`src/rtl/fir_mac_filter.sv`:
```
// Time-multiplexed FIR: one signed MAC, TAPS-deep delay line, loadable coefficients; FIR_MAC_SAT_EN clamps output.
// Latency TAPS+1 cycles from accept to out_valid; in_ready/coef_ready low while busy, coef write beats sample in IDLE.
module fir_mac_filter #(
  parameter int DATA_W = 16,
  parameter int COEF_W = 8,
  parameter int TAPS   = 4,
  parameter int SHIFT  = 0
) (
  input  logic                     clk,
  input  logic                     reset,
  input  logic                     in_valid,
  output logic                     in_ready,
  input  logic [DATA_W-1:0]        in_data,
  input  logic                     coef_wr,
  input  logic [$clog2(TAPS)-1:0]  coef_addr,
  input  logic [COEF_W-1:0]        coef_data,
  output logic                     coef_ready,
  output logic                     out_valid,
  output logic [DATA_W-1:0]        out_data
);

  localparam int ACC_W  = DATA_W + COEF_W + $clog2(TAPS);
  localparam int KW     = $clog2(TAPS);
  localparam int PROD_W = DATA_W + COEF_W;

  localparam logic signed [ACC_W:0] RND =
    (SHIFT > 0) ? (ACC_W+1)'(1) << ((SHIFT > 0) ? SHIFT - 1 : 0) : '0;
  localparam logic signed [ACC_W:0] SAT_MAX = {{(ACC_W+2-DATA_W){1'b0}}, {(DATA_W-1){1'b1}}};
  localparam logic signed [ACC_W:0] SAT_MIN = {{(ACC_W+2-DATA_W){1'b1}}, {(DATA_W-1){1'b0}}};

  typedef enum logic [1:0] {IDLE, MAC, DONE} state_t;

  state_t                    state, state_nxt;
  logic signed [DATA_W-1:0]  x [TAPS];
  logic signed [COEF_W-1:0]  h [TAPS];
  logic signed [ACC_W-1:0]   acc;
  logic [KW-1:0]             k;
  logic signed [PROD_W-1:0]  prod;
  logic signed [ACC_W:0]     rnd_acc;
  logic signed [ACC_W:0]     shf_acc;
  logic [DATA_W-1:0]         res;

  always_comb begin
    state_nxt  = state;
    in_ready   = 1'b0;
    coef_ready = 1'b0;
    case (state)
      IDLE: begin
        in_ready   = !coef_wr;
        coef_ready = coef_wr;
        if (in_valid && !coef_wr) state_nxt = MAC;
      end
      MAC:     if (k == KW'(TAPS - 1)) state_nxt = DONE;
      DONE:    state_nxt = IDLE;
      default: state_nxt = IDLE;
    endcase
  end

  assign prod = x[k] * h[k];

  // Extra headroom bit keeps the rounding add from overflowing before the shift.
  always_comb begin
    rnd_acc = {acc[ACC_W-1], acc} + RND;
    shf_acc = rnd_acc >>> SHIFT;
`ifdef FIR_MAC_SAT_EN
    if (shf_acc > SAT_MAX)      res = SAT_MAX[DATA_W-1:0];
    else if (shf_acc < SAT_MIN) res = SAT_MIN[DATA_W-1:0];
    else                        res = shf_acc[DATA_W-1:0];
`else
    res = shf_acc[DATA_W-1:0];
`endif
  end

`ifndef FIR_MAC_SAT_EN
  logic unused_hi;
  assign unused_hi = ^{shf_acc[ACC_W:DATA_W], SAT_MAX, SAT_MIN};
`endif

  always_ff @(posedge clk or posedge reset) begin
    if (reset) begin
      state     <= IDLE;
      acc       <= '0;
      k         <= '0;
      out_valid <= 1'b0;
      out_data  <= '0;
      for (int i = 0; i < TAPS; i++) begin
        x[i] <= '0;
        h[i] <= '0;
      end
    end else begin
      state     <= state_nxt;
      out_valid <= 1'b0;
      case (state)
        IDLE: begin
          if (coef_wr) begin
            if (32'(coef_addr) < TAPS) h[coef_addr] <= coef_data;
          end else if (in_valid) begin
            x[0] <= in_data;
            for (int i = TAPS - 1; i > 0; i--) x[i] <= x[i-1];
            acc <= '0;
            k   <= '0;
          end
        end
        MAC: begin
          acc <= acc + {{(ACC_W-PROD_W){prod[PROD_W-1]}}, prod};
          k   <= k + KW'(1);
        end
        DONE: begin
          out_data  <= res;
          out_valid <= 1'b1;
        end
        default: ;
      endcase
    end
  end

endmodule

```
`config.mk`:
```
export PLATFORM = sky130hd
export DESIGN_NAME = fir_mac_filter
export DESIGN_NICKNAME = d
export VERILOG_FILES = /design/src/rtl/fir_mac_filter.sv
export SDC_FILE = /design/constraint.sdc
export NUM_CORES = 1
export LEC_CHECK = 0
export ABC_CLOCK_PERIOD_IN_PS = 7700
export BUFFER_PORTS_ARGS = -buffer_cell sky130_fd_sc_hd__buf_2
export CAP_MARGIN = 0
export CORE_MARGIN = 2
export CORE_UTILIZATION = 30
export CTS_CLUSTER_SIZE = 16
export DETAILED_ROUTE_END_ITERATION = 12
export PLACE_DENSITY = 0.46
export REMOVE_ABC_BUFFERS = 1
export SKIP_CTS_REPAIR_TIMING = 1
export SYNTH_ARGS = -nofsm -noshare
export SYNTH_HDL_FRONTEND = slang
export SYNTH_SLANG_ARGS = --single-unit
```
`constraint.sdc`:
```
create_clock -name clk -period 7.7 [get_ports clk]
set_input_delay 0.77 -clock clk [delete_from_list [all_inputs] [get_ports clk]]
set_output_delay 0.77 -clock clk [all_outputs]
set_load 0.01 [all_outputs]
```
=== After elaboration in Yosys (flattened, before gate mapping) ===
Cells that the tools add are included.

* Add/sub/neg operators: 2
* Multipliers: 1
* Order comparisons: 3
* Equal/unequal tests: 7
* Mux-type cells: 21
* Bitwise gates (word level): 3
* Reduce and logical (&&, ||, !) cells: 9

{| class="wikitable"
|+ Operator list
! cell !! count
|-
| 2-to-1 mux 26 bit || 2
|-
| case mux 26 bit (2 select lines) || 1
|-
| binary-select mux 16 bit (select 2 bit) || 1
|-
| bitwise mux 32 bit || 1
|-
| 2-to-1 mux 16 bit || 2
|-
| adder 26 bit || 1
|-
| multiplier 16 x 8 -> 24 bit || 1
|-
| 2-to-1 mux 8 bit || 3
|-
| binary-select mux 8 bit (select 2 bit) || 1
|-
| demux 8 bit (select 2 bit) || 1
|-
| 2-to-1 mux 2 bit || 4
|-
| != test 2 bit (second input constant) || 4
|-
| case mux 2 bit (2 select lines) || 2
|-
| >= comparator 3 bit (second input constant) || 2
|-
| NOT 2 -> 3 bit || 2
|-
| AND reduction 3 bit || 2
|-
| == test 2 bit (second input constant) || 2
|-
| AND reduction 2 bit || 2
|-
| less-than comparator 3 x 1 -> 1 bit (second input constant) || 1
|-
| 2-to-1 mux 1 bit || 3
|-
| adder 2 x 1 -> 2 bit (second input constant) || 1
|-
| == test 2 x 1 -> 1 bit (second input constant) || 1
|-
| logical AND 1 bit || 2
|-
| logical NOT 2 bit || 1
|-
| other kinds (3) || 3
|}

* Flip-flop bits (word level): 143
* Input bits: 30
* Output and inout port bits: 19

=== Depth between registers and ports, before layout ===
* Word-level depth: 7
* Gate-level depth with buffers: 30

=== Least setup slack after synthesis ===
No wires, ideal clock.

* Path kind: flip-flop to flip-flop
* From: register k[0]
* To: register acc[12]
* Setup time: 122 ps
* Data arrival time: 6,725 ps
* Path slack: 854 ps
* Stages on the path, launching flop included: 27
* Buffers on the path: 3
* Path through: dfrtp_1 > buf_6 > buf_6 > buf_1 > mux4_2 > or2_2 > fa_1 > fa_1 > inv_1 > fa_1 > inv_1 > fa_1 > inv_1 > ha_1 > o21ai_0 > nor2_1 > nor2_1 > nor2_1 > nor2_1 > xnor2_1 > ha_1 > a21o_1 > a21oi_1 > inv_1 > o311a_1 > or3_1 > a32o_1

* Cells in the longest elaborated chain, start to end: 7

{| class="wikitable"
|+ Ends and longest elaborated chain
! item !! RTL line !! source
|-
| from (decl) || 37 || <nowiki>logic [KW-1:0] k;</nowiki>
|-
| from (signal assigned) || 106 || <nowiki>k <= k + KW'(1);</nowiki>
|-
| NOT 2 -> 3 bit (not written as such) (*) || 59 || <nowiki>assign prod = x[k] * h[k];</nowiki>
|-
| binary-select mux 16 bit (select 2 bit) / binary-select mux 8 bit (select 2 bit) (equally long branches) || 59 ||
|-
| 2-to-1 mux 16 bit (not written as such) / 2-to-1 mux 8 bit (equally long branches) (2 in series) || 59 ||
|-
| multiplier 16 x 8 -> 24 bit (*) || 59 ||
|-
| adder 26 bit (*) || 105 || <nowiki>acc <= acc + {{(ACC_W-PROD_W){prod[PROD_W-1]}}, prod};</nowiki>
|-
| case mux 26 bit (2 select lines) (*) || 93 || <nowiki>case (state)</nowiki>
|-
| to (signal assigned) || 105 ||
|-
| to (decl) || 36 || <nowiki>logic signed [ACC_W-1:0] acc;</nowiki>
|}

Mark *: on every way between the ends. The rest lies on a longest branch, timed or not. The select of a mux whose other input is x is not followed.
A chain may end at the register's enable or synchronous reset.

=== Worst setup path after layout ===
* From: register k[0]
* To: register acc[15]

The elaborated chain is that of the path after synthesis.

==> results.ini <==
[route]
ant_nets=0
drc=0
wire_per_inst_um=15.4
wl_met3_um=535
wirelength_mm=19.0
highest_layer=met4
drt-initial-drc-count=265
vias=5606
dr_wl_met2_mm=9.04
drt-met1-wl_mm=9.20
vias_per_cell=4.54
drt-pass1-iter-count=4

[global_routing]
grt_usage_pct=13.1
overflow=0
grt_pass1_vias=6048
grt_max_degree=75
grt_first_pass_wirelength_mm=32.3
antenna_found_initial=0

[synth]
ys.flop_type=dfrtp_1
synth_area_per_cell_sq_um=11.7
synth_top_area_cell=dfrtp_1
synth.cell_area_sq_um=9130
netlist_instances=779
yosys-top-cells-count=133 x dfrtp_1, 111 x mux2_2, 104 x inv_1, 62 x fa_1, 60 x and2_1
async_flop_share_pct=100
ys_ff_latch=133
ys_seq_area_share_pct=36.5
synth_top_area_share_pct=36.5
ys_warn_count=0
synth_area_leaders=dfrtp_1 36%, mux2_2 14%, fa_1 14%
synth_edf_count=0
synth_most_common_cell=dfrtp_1
ys_types=48

[die]
rows=63
dieWidth_um=178
fp.dieH_um=178
io_pins=49
dieArea_sq_um=31800
core_area_sq_um=29800
initial_core_util_pct=30.6

[timing]
skew_ns=0.0103
rsz0062_at_grt=no
worstMarginPinSlew_ns=0.978
min_period_ns=6.89
timing_hold_violations_final=0
drv_slew=0
final.period_utilization_pct=89.5
setup-tns-final_ns=0
max_freq_mhz=145
setup-violations-final=0
slew_headroom_pct=34.8

[setup_path]
crit_arrival_ns=7.18
r2r_start=k[0]
path_class=reg -> reg
r2r_cells=26
start_kind=flip-flop
endpoint_kind=flip-flop
cp_slowest_cell=mux4_2
critPathMaxFanout=17
crit_required_ns=7.99
max_stage_delay_ns=0.66
rrSetupSlack_ns=0.81
r2r_end=acc[15]
cp_top_family=adder cells
path_buf_inv=3

[run_status]
status=complete, no violations

[placement]
gp_congestion=0.806
dp_hpwl_mm=13.7
portBuffers=48

[final_layout]
layout-drive-gt1-share_pct=27.3
syn2layout_area_growth_pct=14.1
num-nets-final=973
n_antenna_cell=0
seqCellArea_sq_um=3330
fillers=3031
multi_input_comb_area_sq_um=5310

[job]
max_cap_viol_count=0

[clock_network]
cts_buffer_depth=2
root_buffer=clkbuf_16
clock_latency_ns=0.44
cts_sinks=133
cts.clk_slew.worst_paths_ns=0.07
cts_buffers=17
htreeDepth=4
cts_tree=built

[hold_path]
min_path_type=in -> async

-- kinds of logic after synthesis --
kind of cell | after synthesis | synth area share, %
xor gates and xnor gates | 29 | 2.93
and+or+nand+nor | 171 | 9.70
adders and majority gates | 112 | 20.4
buffers and inverters | 128 | 5.50
DFF | 133 | 36.5
AOI/OAI and AO/OA | 68 | 4.81
muxes | 138 | 20.1
-- state kept, by name, summed over array words and instances, names as in the netlist --
name,count
x,64
k,2
out_data,16
state,2
out_valid,1
h,32
acc,16
-- cell type report --
type	count	area share [%]
multi-input cells	518	50.9
inverters	104	3.80
clock buffers	17	4.09
repair buffers	57	2.96
flip-flops and latches	133	32.0
clock inverters	15	1.57
well taps	390	4.69
-- worst register-to-register path, delay by kind of cell, from the launching register on --
kind            cells  cell delay (ns)
fa+ha+maj           6             2.49
compound gates     10             1.70
mux                 1             0.67
flops               1             0.60
buf+inv             3             0.49
xor+xnor            3             0.45
simple gates        3             0.37
-- worst max-delay path by stage --
stage                     startpoint  slack (ns)  cells after the start  endpoint
final                           k[0]        0.81                     26   acc[15]
after CTS                       k[0]        0.72                     26   acc[15]
after global routing            k[0]        0.30                     26   acc[15]
after global placement          k[0]        0.85                     27   acc[15]
after detailed placement        k[0]        0.77                     26   acc[15]
after floorplan                 k[0]        0.90                     23   acc[12]
-- layout by cell type (no fill, tap or decap), drive strengths merged, types with 6 or more instances in the layout --
master,synthesis,routed
nor3,6,6
a21oi,9,9
xnor2,19,19
ha,50,50
nand2,52,52
mux4,23,23
fa,62,62
clkbuf,18,17
a211oi,6,6
dfrtp,133,133
nor2,24,24
and2,66,66
xor2,9,9
mux2,112,112
o21ai,25,25
buf,6,57
inv,104,112
-- metrics by stage --
step	util [%]	cells	cell area [sq um]	hold slack [ns]	setup slack (ns)
2_1_floorplan	-	755	9020	0.471	0.895
6_report	34.9	1234	10400	0.412	0.811
3_5_place_dp	33.0	1202	9820	0.478	0.765
5_1_grt	34.9	1234	10400	0.508	0.303
4_1_cts	34.9	1234	10400	0.464	0.722
3_3_place_gp	33.0	1202	9820	0.472	0.852
-- layer usage --
layer  vias to the layer above  global-route usage, %
li1                       2709                      -
met1                      2828                   17.5
met2                        57                   21.7
met3                        12                   2.79
met4                         0                   3.35
met5                         -                      0
Power is not shown: default switching activity piles up to over one toggle a cycle in this logic, so the estimate is an artifact.
